## src/rtl/sync_debounce.sv

```systemverilog
// sync_debounce
//   Debounces an already-synchronized single-bit input. The output follows
//   the input only after the input has differed from the output for
//   STABLE_CYCLES consecutive rising edges. Every change of the output
//   comes with a one-cycle rise or fall pulse.
//
// Ports
//   CLK        in   clock; all state updates on the rising edge
//   RST        in   synchronous reset, active-high
//   in         in   synchronized input bit
//   out        out  debounced level (INIT_LEVEL after reset)
//   rise       out  one-cycle pulse when out goes 0->1
//   fall       out  one-cycle pulse when out goes 1->0
//   busy       out  high while a candidate change is pending
//   glitch_cnt out  saturating count of aborted transitions (optional)
//
// Optional feature
//   SYNC_DEBOUNCE_GLITCH_CNT_EN: when defined, adds the glitch_cnt port and
//   its diagnostic counter. When undefined, neither the port nor the
//   counter exists, and all other behaviour is unchanged.
module sync_debounce #(
  parameter int   CNT_WIDTH     = 16,
  parameter int   STABLE_CYCLES = 1000,
  parameter logic INIT_LEVEL    = 1'b0,
  parameter int   GLITCH_WIDTH  = 8
) (
  input  logic                    CLK,
  input  logic                    RST,
  input  logic                    in,
  output logic                    out,
  output logic                    rise,
  output logic                    fall,
  output logic                    busy
`ifdef SYNC_DEBOUNCE_GLITCH_CNT_EN
  ,
  output logic [GLITCH_WIDTH-1:0] glitch_cnt
`endif
);

  // Reject parameter sets the counter cannot represent.
  if (STABLE_CYCLES < 1) begin : g_bad_stable_min
    $error("sync_debounce: STABLE_CYCLES must be >= 1");
  end
  if (64'(STABLE_CYCLES) >= (64'd1 << CNT_WIDTH)) begin : g_bad_stable_max
    $error("sync_debounce: STABLE_CYCLES must be < 2**CNT_WIDTH");
  end
  if (GLITCH_WIDTH < 1) begin : g_bad_glitch_w
    $error("sync_debounce: GLITCH_WIDTH must be >= 1");
  end

  localparam logic [CNT_WIDTH-1:0] CNT_ONE  = CNT_WIDTH'(1);
  localparam logic [CNT_WIDTH-1:0] CNT_LAST = CNT_WIDTH'(STABLE_CYCLES - 1);

  typedef enum logic {
    STABLE = 1'b0,
    PEND   = 1'b1
  } state_t;

  state_t               state, state_nxt;
  logic [CNT_WIDTH-1:0] cnt, cnt_nxt;
  logic                 out_nxt, rise_nxt, fall_nxt;

`ifdef SYNC_DEBOUNCE_GLITCH_CNT_EN
  function automatic logic [GLITCH_WIDTH-1:0] sat_inc(input logic [GLITCH_WIDTH-1:0] v);
    return (&v) ? v : v + 1'b1;
  endfunction
`endif

  // Next-state and next-output decode.
  always_comb begin
    state_nxt = state;
    cnt_nxt   = cnt;
    out_nxt   = out;
    rise_nxt  = 1'b0;
    fall_nxt  = 1'b0;
    case (state)
      STABLE: begin
        if (in != out) begin
          if (STABLE_CYCLES == 1) begin
            // A single differing sample is already enough: flip now.
            out_nxt  = in;
            rise_nxt = in;
            fall_nxt = ~in;
          end else begin
            state_nxt = PEND;
            cnt_nxt   = CNT_ONE;
          end
        end
      end
      PEND: begin
        if (in == out) begin
          // Input bounced back before qualifying; drop the candidate.
          state_nxt = STABLE;
          cnt_nxt   = '0;
        end else if (cnt == CNT_LAST) begin
          // This edge is the STABLE_CYCLES-th differing sample.
          out_nxt   = in;
          rise_nxt  = in;
          fall_nxt  = ~in;
          state_nxt = STABLE;
          cnt_nxt   = '0;
        end else begin
          cnt_nxt = cnt + 1'b1;
        end
      end
      default: begin
        state_nxt = STABLE;
        cnt_nxt   = '0;
      end
    endcase
  end

  // State and output registers.
  always_ff @(posedge CLK) begin
    if (RST) begin
      state <= STABLE;
      cnt   <= '0;
      out   <= INIT_LEVEL;
      rise  <= 1'b0;
      fall  <= 1'b0;
    end else begin
      state <= state_nxt;
      cnt   <= cnt_nxt;
      out   <= out_nxt;
      rise  <= rise_nxt;
      fall  <= fall_nxt;
    end
  end

`ifdef SYNC_DEBOUNCE_GLITCH_CNT_EN
  always_ff @(posedge CLK) begin
    if (RST) begin
      glitch_cnt <= '0;
    end else if (state == PEND && in == out) begin
      glitch_cnt <= sat_inc(glitch_cnt);
    end
  end
`endif

  // busy is a decode of the state register, so it stays free of any path from in.
  assign busy = (state == PEND);

endmodule

```

## config.mk

```make
export PLATFORM = sky130hd
export DESIGN_NAME = sync_debounce
export DESIGN_NICKNAME = d
export VERILOG_FILES = /design/src/rtl/sync_debounce.sv
export SDC_FILE = /design/constraint.sdc
export NUM_CORES = 1
export LEC_CHECK = 0
export BUFFER_PORTS_ARGS = -buffer_cell sky130_fd_sc_hd__buf_2
export CAP_MARGIN = 10
export CORE_UTILIZATION = 35
export DETAILED_ROUTE_END_ITERATION = 6
export GPL_TIMING_DRIVEN = 0
export PLACE_DENSITY = 0.54
export SYNTH_ARGS = -nofsm -noshare
export SYNTH_HDL_FRONTEND = slang
export SYNTH_SLANG_ARGS = --single-unit
```

## constraint.sdc

```tcl
create_clock -name CLK -period 1.8 [get_ports CLK]
set_input_delay 0.27 -clock CLK [delete_from_list [all_inputs] [get_ports CLK]]
set_output_delay 0.27 -clock CLK [all_outputs]
set_load 0.05 [all_outputs]
```

==> run_results.csv <==
group,metric,value,unit
timing,setup_viol_count_final,0,
logic_synthesis,net_count_synth,131,
place,io_buffers,5,
timing,worst_slew_margin_rel,60.6,%
floorplanning,area_of_the_core,3030,um^2
floorplanning,die_height,58.4,um
floorplanning,boundaryPins,7,
routing,drcViolationCount,0,
cells_and_area,num_antenna_cells,0,
floorplanning,design.die.area,3410,um^2
logic_synthesis,ys.warnings.count,0,
worst_setup_path,crit_fanout,6,
routing,wirelength,2640,um
routing,post_drt_wl_per_cell,14.5,um
worst_setup_path,worstPathBufferInverterCount,1,
power,total_power,0.777,mW
worst_setup_path,critical-path-slowest-cell,"sky130_fd_sc_hd__dfxtp_2",
routing,detailroute.wirelength.met3,101,um
place,place.detailed.hpwl,1880,um
timing,grt_setup_unrepaired,"no",
grt,grt-ovfl-total,0,
place,numPlacedInstances,176,
floorplanning,core.rowCount,20,
timing,least_margin_pin_slew,588,ps
logic_synthesis,synth.avg_cell_area,8.76,um^2
routing,met2_length,1160,um
routing,num_vias,1045,
cells_and_area,layout.filler_cells,324,
floorplanning,initial_core_util,36.7,%
timing,timing_hold_violations_final,0,
cells_and_area,footprint_of_the_flip_flops_and_latches,403,um^2
grt,first_pass_grt_wire_length,4460,um
power,max-vdd-ir-drop,0.000415,V
clock_tree,clk_root_buffer_cell,"sky130_fd_sc_hd__clkbuf_4",
flow_run,timing.max_cap.violations,0,
cells_and_area,finish.cell_count_without_fillers,182,
worst_setup_path,timing.setup.critical_path_class,"register to register",
grt,gr-usage-all-layers,17.1,%
cells_and_area,areaGrowthSynthToFinish,12.8,%
worst_setup_path,startpoint_type,"register",
worst_setup_path,cp_slowest_stage_delay,390,ps
clock_tree,worst_skew_pair.late_latency,300,ps
timing,finalHoldWorstSlack,212,ps
clock_tree,cts_buffer_depth,2,
cells_and_area,final_common_cell,"sky130_fd_sc_hd__dfxtp_1",
grt,via_count_of_the_first_global_routing_pass,946,
cells_and_area,most-common-layout-cells,"sky130_fd_sc_hd__dfxtp_1 (18), sky130_fd_sc_hd__buf_2 (10), sky130_fd_sc_hd__nand4_1 (10), sky130_fd_sc_hd__nand2_1 (10)",
grt,grt_start_max_net_pins,12,
logic_synthesis,synth-seq-area-share,36.0,%
logic_synthesis,syn-instance-count,127,
worst_setup_path,crit_required,2040,ps
power,power_density,619,nW/um^2
worst_setup_path,timing.critical_path.cells,"ha_2 -> and4_1 -> buf_2 -> nand2_1 -> or3_1 -> o211ai_1",
routing,drt-initial-drc-count,28,
timing,finalMaxSlewViolations,0,
logic_synthesis,netlist_area,1110,um^2
clock_tree,h-tree-depth,1,
clock_tree,clkSinkCount,20,
timing,timing.setup.tns,0,ps
clock_tree,cts_made_buffers,3,
timing,portion_of_the_clock_cycle_consumed_by_the_worst_path_in_the_final_layout,92.2,%
grt,antenna_found_initial,0,
routing,firstDrtPassIters,4,
routing,ant_nets,0,
routing,routed_via_density,5.74,
hold_path,holdCritPathClass,"input pin to register",
worst_setup_path,worstSetupEndpointType,"register",
status,outcome,"finished clean",
place,place_ws,-168,ps
timing,max_freq,0.602,GHz
cells_and_area,total_area_of_multi_input_combinational_cells,654,um^2
logic_synthesis,netlist-cell-type-count,39,
worst_setup_path,critical-path-top-delay-family,"simple AND/OR/NAND/NOR gates",
cells_and_area,share_of_final_layout_standard_cells_stronger_than_drive_strength_1,21.7,%
timing,clock_skew,5.48,ps
logic_synthesis,postSynthRegisterBits,20,
worst_setup_path,crit_arrival,1900,ps
place,gp_congestion,0.867,
floorplanning,chipWidth,58.4,um
power,power_leakage,0.426,nW
place,post_dp_cell_area,1190,um^2
cells_and_area,final_core_utilization,41.4,%
clock_tree,hold_buffers,0,
routing,top_layer,"met4",
timing,timing.final.crit_period,1660,ps
cells_and_area,final_net_count,143,
routing,met1_length,1340,um
clock_tree,path_clk_slew,130,ps
timing,postLayoutSetupSlackWorst,140,ps
cells_and_area,finish.instance_area,1250,um^2
clock_tree,tritoncts,"done",
## synth_stat cells, drive strengths merged
cell     number  area (um^2)
ha            1         12.5
nor3          3         31.3
a41oi         2         17.5
o21ai         5         25.0
clkbuf        1         3.75
o211a         1         10.0
inv           4         15.0
buf           7         47.5
nor2          5         18.8
nand4        10         62.6
dfxtp        20          400
a31oi         8         50.1
nand4b        3         26.3
and3          2         12.5
o31a          1         8.76
nor4b         3         32.5
and4b         1         10.0
nand2        10         37.5
o2111ai       1         8.76
xnor2         1         8.76
and4          6         55.1
o211ai        2         15.0
a21oi         6         30.0
nand3         9         50.1
a31o          2         17.5
o311a         1         10.0
nand2b        1         6.26
or3           2         12.5
and2          1         6.26
nor4          3         18.8
a22o          2         17.5
xor2          3         33.8
## metal layers
layer | GRT usage (%) | vias up
li1 | - | 522
met1 | 23.5 | 499
met2 | 26.3 | 20
met3 | 4.84 | 4
met4 | 5.10 | 0
met5 | 0 | -
## registers in the layout, indices dropped and copies added, names as in the netlist
signal	cells
cnt	16
out	1
busy	1
fall	1
rise	1
## where the power goes
part	internal, mW	switching (mW)	total (mW)
Sequential	0.447	0.00334	0.450
Combinational	0.0170	0.0361	0.0531
Clock	0.123	0.150	0.274
Total	0.587	0.190	0.777
## path summary, 6_finish.rpt
| path | to | slack (ps) | cells past startpoint | startpoint |
|---|---|---|---|---|
| worst max register to register | cnt[14]$_SDFFE_PP0P_ | 140 | 6 | cnt[0]$_SDFFE_PP0P_ |
| worst max-delay path | cnt[14]$_SDFFE_PP0P_ | 140 | 6 | cnt[0]$_SDFFE_PP0P_ |
| worst min register to register | cnt[1]$_SDFFE_PP0P_ | 490 | 2 | cnt[1]$_SDFFE_PP0P_ |
| worst min-delay path | fall$_SDFF_PP0_ | 210 | 2 | in |
## final cells by class
cell class	instances	share of cell area [%]
buffer	8	4.09
inverter	4	1.20
timing repair buffer	7	3.19
clock buffer	4	2.89
sequential	20	32.1
tap	44	4.39
multi-input combinational	95	52.1
## logic make-up (layout without fill, tap and decap cells)
family	after synthesis	in the layout	share of synthesized area (%)
flops	20	20	36.0
simple gates	59	59	34.2
buf+inv	12	23	5.96
fa+ha+maj	1	1	1.12
compound gates	31	31	18.9
xor+xnor	4	4	3.83
## repair_timing
item                       4_1_cts  5_1_grt
setup buffers                    2        0
hold endpoints to repair         0        0
resized for setup                0        4
setup endpoints to repair       14       12
pin swaps                        1        0
Power figures use the tool's default switching activity.
